[config.mk]
export PLATFORM = sky130hd
export DESIGN_NAME = mem_arbiter
export DESIGN_NICKNAME = d
export VERILOG_FILES = /design/src/rtl/mem_arbiter.sv
export SDC_FILE = /design/constraint.sdc
export NUM_CORES = 1
export LEC_CHECK = 0
export BUFFER_PORTS_ARGS = -buffer_cell sky130_fd_sc_hd__buf_2
export CORE_MARGIN = 3
export CORE_UTILIZATION = 45
export CTS_CLUSTER_DIAMETER = 100
export CTS_CLUSTER_SIZE = 8
export DETAILED_ROUTE_END_ITERATION = 10
export GPL_ROUTABILITY_DRIVEN = 0
export GPL_TIMING_DRIVEN = 0
export PLACE_DENSITY_LB_ADDON = 0.1
export SYNTH_ARGS = -nofsm -noshare
export SYNTH_HDL_FRONTEND = slang
export SYNTH_SLANG_ARGS = --single-unit
[constraint.sdc]
create_clock -name CLK -period 3.3 [get_ports CLK]
set_clock_uncertainty 0.15 [all_clocks]
set_input_delay 0.99 -clock CLK [delete_from_list [all_inputs] [get_ports CLK]]
set_output_delay 0.99 -clock CLK [all_outputs]
set_load 0.05 [all_outputs]
[src/rtl/mem_arbiter.sv]
// Main-memory port arbiter shared by the instruction cache and the data cache.
// One block transfer is in flight at a time. When both caches ask at once, the
// side that was not granted last goes first. Read blocks are returned through
// registered outputs, and each cache is stalled through its own busywait.
module mem_arbiter #(
  parameter int ADDR_W = 6,
  parameter int DATA_W = 32
) (
  input  logic              CLK,
  input  logic              RESET,
  // instruction cache (read only)
  input  logic              I_READ,
  input  logic [ADDR_W-1:0] I_ADDRESS,
  output logic [DATA_W-1:0] I_READDATA,
  output logic              I_BUSYWAIT,
  // data cache
  input  logic              D_READ,
  input  logic              D_WRITE,
  input  logic [ADDR_W-1:0] D_ADDRESS,
  input  logic [DATA_W-1:0] D_WRITEDATA,
  output logic [DATA_W-1:0] D_READDATA,
  output logic              D_BUSYWAIT,
  // main memory
  output logic              MEM_READ,
  output logic              MEM_WRITE,
  output logic [ADDR_W-1:0] MEM_ADDRESS,
  output logic [DATA_W-1:0] MEM_WRITEDATA,
  input  logic [DATA_W-1:0] MEM_READDATA,
  input  logic              MEM_BUSYWAIT
);

  typedef enum logic [2:0] {
    IDLE   = 3'd0,
    D_ACC  = 3'd1,
    I_ACC  = 3'd2,
    D_DONE = 3'd3,
    I_DONE = 3'd4
  } state_e;

  typedef enum logic {
    GRANT_I = 1'b0,
    GRANT_D = 1'b1
  } grant_e;

  state_e              state_q;
  grant_e              last_grant_q;
  logic                issued_q;
  logic                mem_read_q;
  logic                mem_write_q;
  logic [ADDR_W-1:0]   mem_address_q;
  logic [DATA_W-1:0]   mem_writedata_q;
  logic [DATA_W-1:0]   i_readdata_q;
  logic [DATA_W-1:0]   d_readdata_q;

  logic d_req;
  logic i_req;
  logic pick_d;

  assign d_req = D_READ | D_WRITE;
  assign i_req = I_READ;

  // D wins when it is alone, or when both ask and I was served last.
  assign pick_d = d_req && (!i_req || (last_grant_q == GRANT_I));

  // Stall is combinational so it rises in the same cycle as the request and
  // drops only for the single DONE cycle of the requester's own transfer.
  assign I_BUSYWAIT = i_req && (state_q != I_DONE);
  assign D_BUSYWAIT = d_req && (state_q != D_DONE);

  assign MEM_READ      = mem_read_q;
  assign MEM_WRITE     = mem_write_q;
  assign MEM_ADDRESS   = mem_address_q;
  assign MEM_WRITEDATA = mem_writedata_q;
  assign I_READDATA    = i_readdata_q;
  assign D_READDATA    = d_readdata_q;

  // Arbitration FSM with registered memory strobes and returned read blocks.
  always_ff @(posedge CLK or negedge RESET) begin
    if (!RESET) begin
      // NOTE: the returned-data registers are plain flops, not a RAM, so they
      // are cleared here and a cache never sees stale data after reset.
      state_q         <= IDLE;
      last_grant_q    <= GRANT_I;
      issued_q        <= 1'b0;
      mem_read_q      <= 1'b0;
      mem_write_q     <= 1'b0;
      mem_address_q   <= '0;
      mem_writedata_q <= '0;
      i_readdata_q    <= '0;
      d_readdata_q    <= '0;
    end else begin
      // NOTE: non-blocking assignments everywhere in this block, so every
      // decision below reads the state as it was before this edge.
      unique case (state_q)
        IDLE: begin
          if (pick_d) begin
            state_q       <= D_ACC;
            last_grant_q  <= GRANT_D;
            mem_address_q <= D_ADDRESS;
            // A simultaneous read and write is resolved as a write.
            mem_write_q   <= D_WRITE;
            mem_read_q    <= D_READ & ~D_WRITE;
            if (D_WRITE) begin
              mem_writedata_q <= D_WRITEDATA;
            end
          end else if (i_req) begin
            state_q       <= I_ACC;
            last_grant_q  <= GRANT_I;
            mem_address_q <= I_ADDRESS;
            mem_read_q    <= 1'b1;
            mem_write_q   <= 1'b0;
          end
        end

        D_ACC, I_ACC: begin
          // The first edge only marks the strobe as seen by memory, so a
          // memory busywait that has not risen yet is not taken as done.
          if (!issued_q) begin
            issued_q <= 1'b1;
          end else if (!MEM_BUSYWAIT) begin
            if (mem_read_q) begin
              if (state_q == D_ACC) begin
                d_readdata_q <= MEM_READDATA;
              end else begin
                i_readdata_q <= MEM_READDATA;
              end
            end
            mem_read_q  <= 1'b0;
            mem_write_q <= 1'b0;
            issued_q    <= 1'b0;
            state_q     <= (state_q == D_ACC) ? D_DONE : I_DONE;
          end
        end

        D_DONE, I_DONE: begin
          state_q <= IDLE;
        end

        default: begin
          state_q <= IDLE;
        end
      endcase
    end
  end

endmodule

Yosys cells after proc, flatten, opt, wreduce, memory -nomap -nowiden
Cells that the tools add are included.

storage, ports and cells
  register bits after elaboration = 109
  bits of input ports = 82

cells by class
  bitwise gates (word level) = 6
  multiplexer cells = 19
  eq/ne operators = 7
  reductions and logical operators = 15

operators by type and width
  kind                count
  $mux 3              5
  $mux 6              2
  $reduce_and 5->1    2
  $mux 1              9
  $ne 3x3->1 const B  2
  $pmux 3 s2          1
  $reduce_and 3->1    2
  $ne 2x2->1 const B  2
  $not 1->1           4
  $pmux 1 s2          2
  $reduce_and 4->1    1
  $reduce_bool 2->1   2
  $eq 3x1->1 const B  1
  $eq 3x2->1 const B  1
  $logic_and 1x1->1   3
  $logic_not 3->1     1
  $ne 3x2->1 const B  1
  $reduce_and 2->1    1
  $reduce_or 2->1     1
  $and 1x1->1         1
  $logic_not 1->1     1
  $logic_or 1x1->1    1
  $or 1x1->1          1

Logic depth before layout (Yosys ltp)
  depth after elaboration = 5
  mapped depth = 5

Worst setup path after synthesis
No wires, ideal clock.

  path kind = input port to output port
  start = input port I_READ
  end = output port I_BUSYWAIT
  cell stages on the path = 1
  arrival = 2.129 ns
  setup slack = 0.031 ns
  cell sequence = a21boi_0

on the way
  cells in the longest elaborated chain, start to end = 1

RTL lines
  element             line  RTL
  start: declaration  12    input logic I_READ,
  $logic_and 1x1->1   67    assign I_BUSYWAIT = i_req && (state_q != I_DONE);
  end: declaration    15    output logic I_BUSYWAIT,

No other way between the ends.

Worst setup path in the final report
  start = input port D_WRITE
  end = output port D_BUSYWAIT

on the way
  cells in the longest elaborated chain, start to end = 2

RTL lines
  element             line  RTL
  start: declaration  18    input logic D_WRITE,
  $or 1x1->1          59    assign d_req = D_READ | D_WRITE;
  $logic_and 1x1->1   68    assign D_BUSYWAIT = d_req && (state_q != D_DONE);
  end: declaration    22    output logic D_BUSYWAIT,

No other way between the ends.

==> impl_metrics.toml <==
[timing]
worst_slew_pin_slew_ps = 836
final-max-slew-violation-count = 0
fin_crit_sh_pct = 84.3
slew_headroom_pct = 44.3
setup_viol = 0
rsz0062_at_grt = "false"
period_minus_slack_ps = 2780
max_clock_freq_mhz = 360
hold_viol_final = 0
setup-tns-final_ps = 0

[clocking]
clock-sinks = 109
clockRootBuffer = "clkbuf_8"
cts_setup_buffers = 0
cts_tree = "yes"
cts_resized = 0
ctsHtreeMaxLevel = 3
cts_made_buffers = 9
clockBufferDepth = 2
clk_latency_ps = 350
cts_hold_buffers = 0
clk_pin_slew_worst_paths_ps = 100

[die]
core.rowCount = 34
start_util_pct = 47.6
die_area_sq_um = 10700
ios = 188
dieHeight_um = 103
core_area_sq_um = 8980
fp.dieW_um = 103

[setup_path]
cpPeakStageDelay_ps = 290
cp.required_ps = 2160
crit_path_cell_trace = "buf_2, nor2_1, a31oi_1, buf_2"
crit_slowest_cell = "buf_2"
crit_path_end_kind = "output port"
path_common_cell = "buf_2"
critPathMaxFanout = 5
critical_path_arrival_ps = 1640
start_kind = "input pin"
path_class = "in -> out"

[yosys]
ys_ff_latch = 109
yosysTopAreaCellShare_pct = 63.8
synthDistinctLibCells = 30
synth_area_leaders = "dfrtp_1 64%, mux2_2 28%, buf_2 1.3%, buf_6 0.53%, mux2_1 0.53%"
ys.flop_type = "dfrtp_1"
syn_inst = 267
ys_seq_area_share_pct = 63.8
ys_warn_count = 0
synth_top_cell_by_area = "dfrtp_1"
synth_common_cells = "109 x dfrtp_1, 107 x mux2_2, 11 x buf_2"
synth_most_common_cell = "dfrtp_1"
avgSynthCellArea_sq_um = 16.0
syn_nets = 349
async_flop_share_pct = 100
syn_area_sq_um = 4280
synth_edf_count = 0

[detailed_routing]
routed_wl_um = 9280
drt-initial-drc-count = 49
routedWlPerCell_um = 15.5
drc = 0
vias = 2889
drt_first_pass_iters = 4
viasPerCell = 4.84
antenna_left = 0

[layout]
n_fill_cell = 725
area_growth_pct = 30.8
num-nets-final = 548
layout-drive-gt1-share_pct = 69.6
n_antenna_cell = 0
final_util_pct = 62.3
final_cell_count_no_fill = 597

[global_routing]
overflow = 0
grt_max_degree = 67
grt_pass1_wl_um = 14300
track_usage_pct = 17.2
antenna_found_initial = 0
grt_pass1_vias = 2981

[outcome]
status = "completed"

[placed_design]
dp_cells = 581
dpl.hpwl_um = 7000
io_buffers = 187

[hold_path]
holdCritPathClass = "reg -> reg"

[job]
drv_cap = 0
==> per-stage QoR <==
step / cell area (sq um) / hold WS (ps) / setup WS, ps
finish: 5590 / 346 / 518
global route: 5590 / 369 / 445
CTS: 5590 / 355 / 531
detailed placement: 5400 / 330 / 544
global placement: 5370 / 315 / -131
floorplan: 4280 / 364 / 30.9
==> critical path, delay by kind of cell <==
| kind | cells | cell delay, ps |
|---|---|---|
| buffers and inverters | 2 | 430 |
| AOI/OAI and AO/OA | 1 | 160 |
| and+or+nand+nor | 1 | 60 |
==> layout make-up <==
type / count / area [sq um] / area share, %
flip-flops and latches: 109 / 2730 / 48.8
multi-input cells: 143 / 1460 / 26.2
repair buffers: 188 / 966 / 17.3
well taps: 126 / 158 / 2.82
clock buffers: 11 / 151 / 2.71
plain buffers: 13 / 77.6 / 1.39
clock inverters: 5 / 42.5 / 0.760
inverters: 2 / 7.51 / 0.134
==> cells by family (layout without fill, tap and decap cells) <==
kind of cell,Yosys count,after routing,synth area share [%]
mux,109,109,28.7
simple gates,20,20,3.04
compound gates,13,13,2.28
flops,109,109,63.8
buf+inv,15,219,1.99
xor+xnor,1,1,0.205
==> metal layers <==
layer / track usage, % / vias up / wire length (um)
met1: 21.5 / 1413 / 3830
met4: 6.08 / 0 / 102
li1: - / 1354 / -
met2: 27.7 / 114 / 4370
met5: 0 / - / 0
met3: 6.04 / 8 / 984
==> worst paths after layout <==
| kind | startpoint | to | slack (ps) | cells past startpoint |
|---|---|---|---|---|
| worst max-delay path | D_WRITE | D_BUSYWAIT | 520 | 4 |
| worst min-delay path | D_READDATA[6] | D_READDATA[6] | 350 | 1 |
| worst max register to register | state_q[1] | D_READDATA[23] | 1370 | 4 |
| worst min register to register | D_READDATA[6] | D_READDATA[6] | 350 | 1 |
| max in group asynchronous | RESET | MEM_WRITEDATA[3] | 1720 | 2 |
| min in group asynchronous | RESET | D_READDATA[6] | 570 | 1 |
==> registers in the layout, summed over array words and instances (netlist names) <==
register,flops
issued_q,1
D_READDATA,32
MEM_ADDRESS,6
MEM_READ,1
last_grant_q,1
state_q,3
MEM_WRITE,1
MEM_WRITEDATA,32
I_READDATA,32
==> placed cells by master (no fill, tap or decap), types with 2 or more instances in the layout <==
cell type,n
clkbuf_8,11
inv_1,2
nand2b_1,2
mux2_1,2
nor2_1,3
clkinv_4,2
mux2_2,107
o21ai_0,3
nor3_1,2
dfrtp_1,109
buf_6,2
nand2_1,5
inv_6,2
buf_2,197
Power is not shown: default switching activity piles up to over one toggle a cycle in this logic, so the estimate is an artifact.
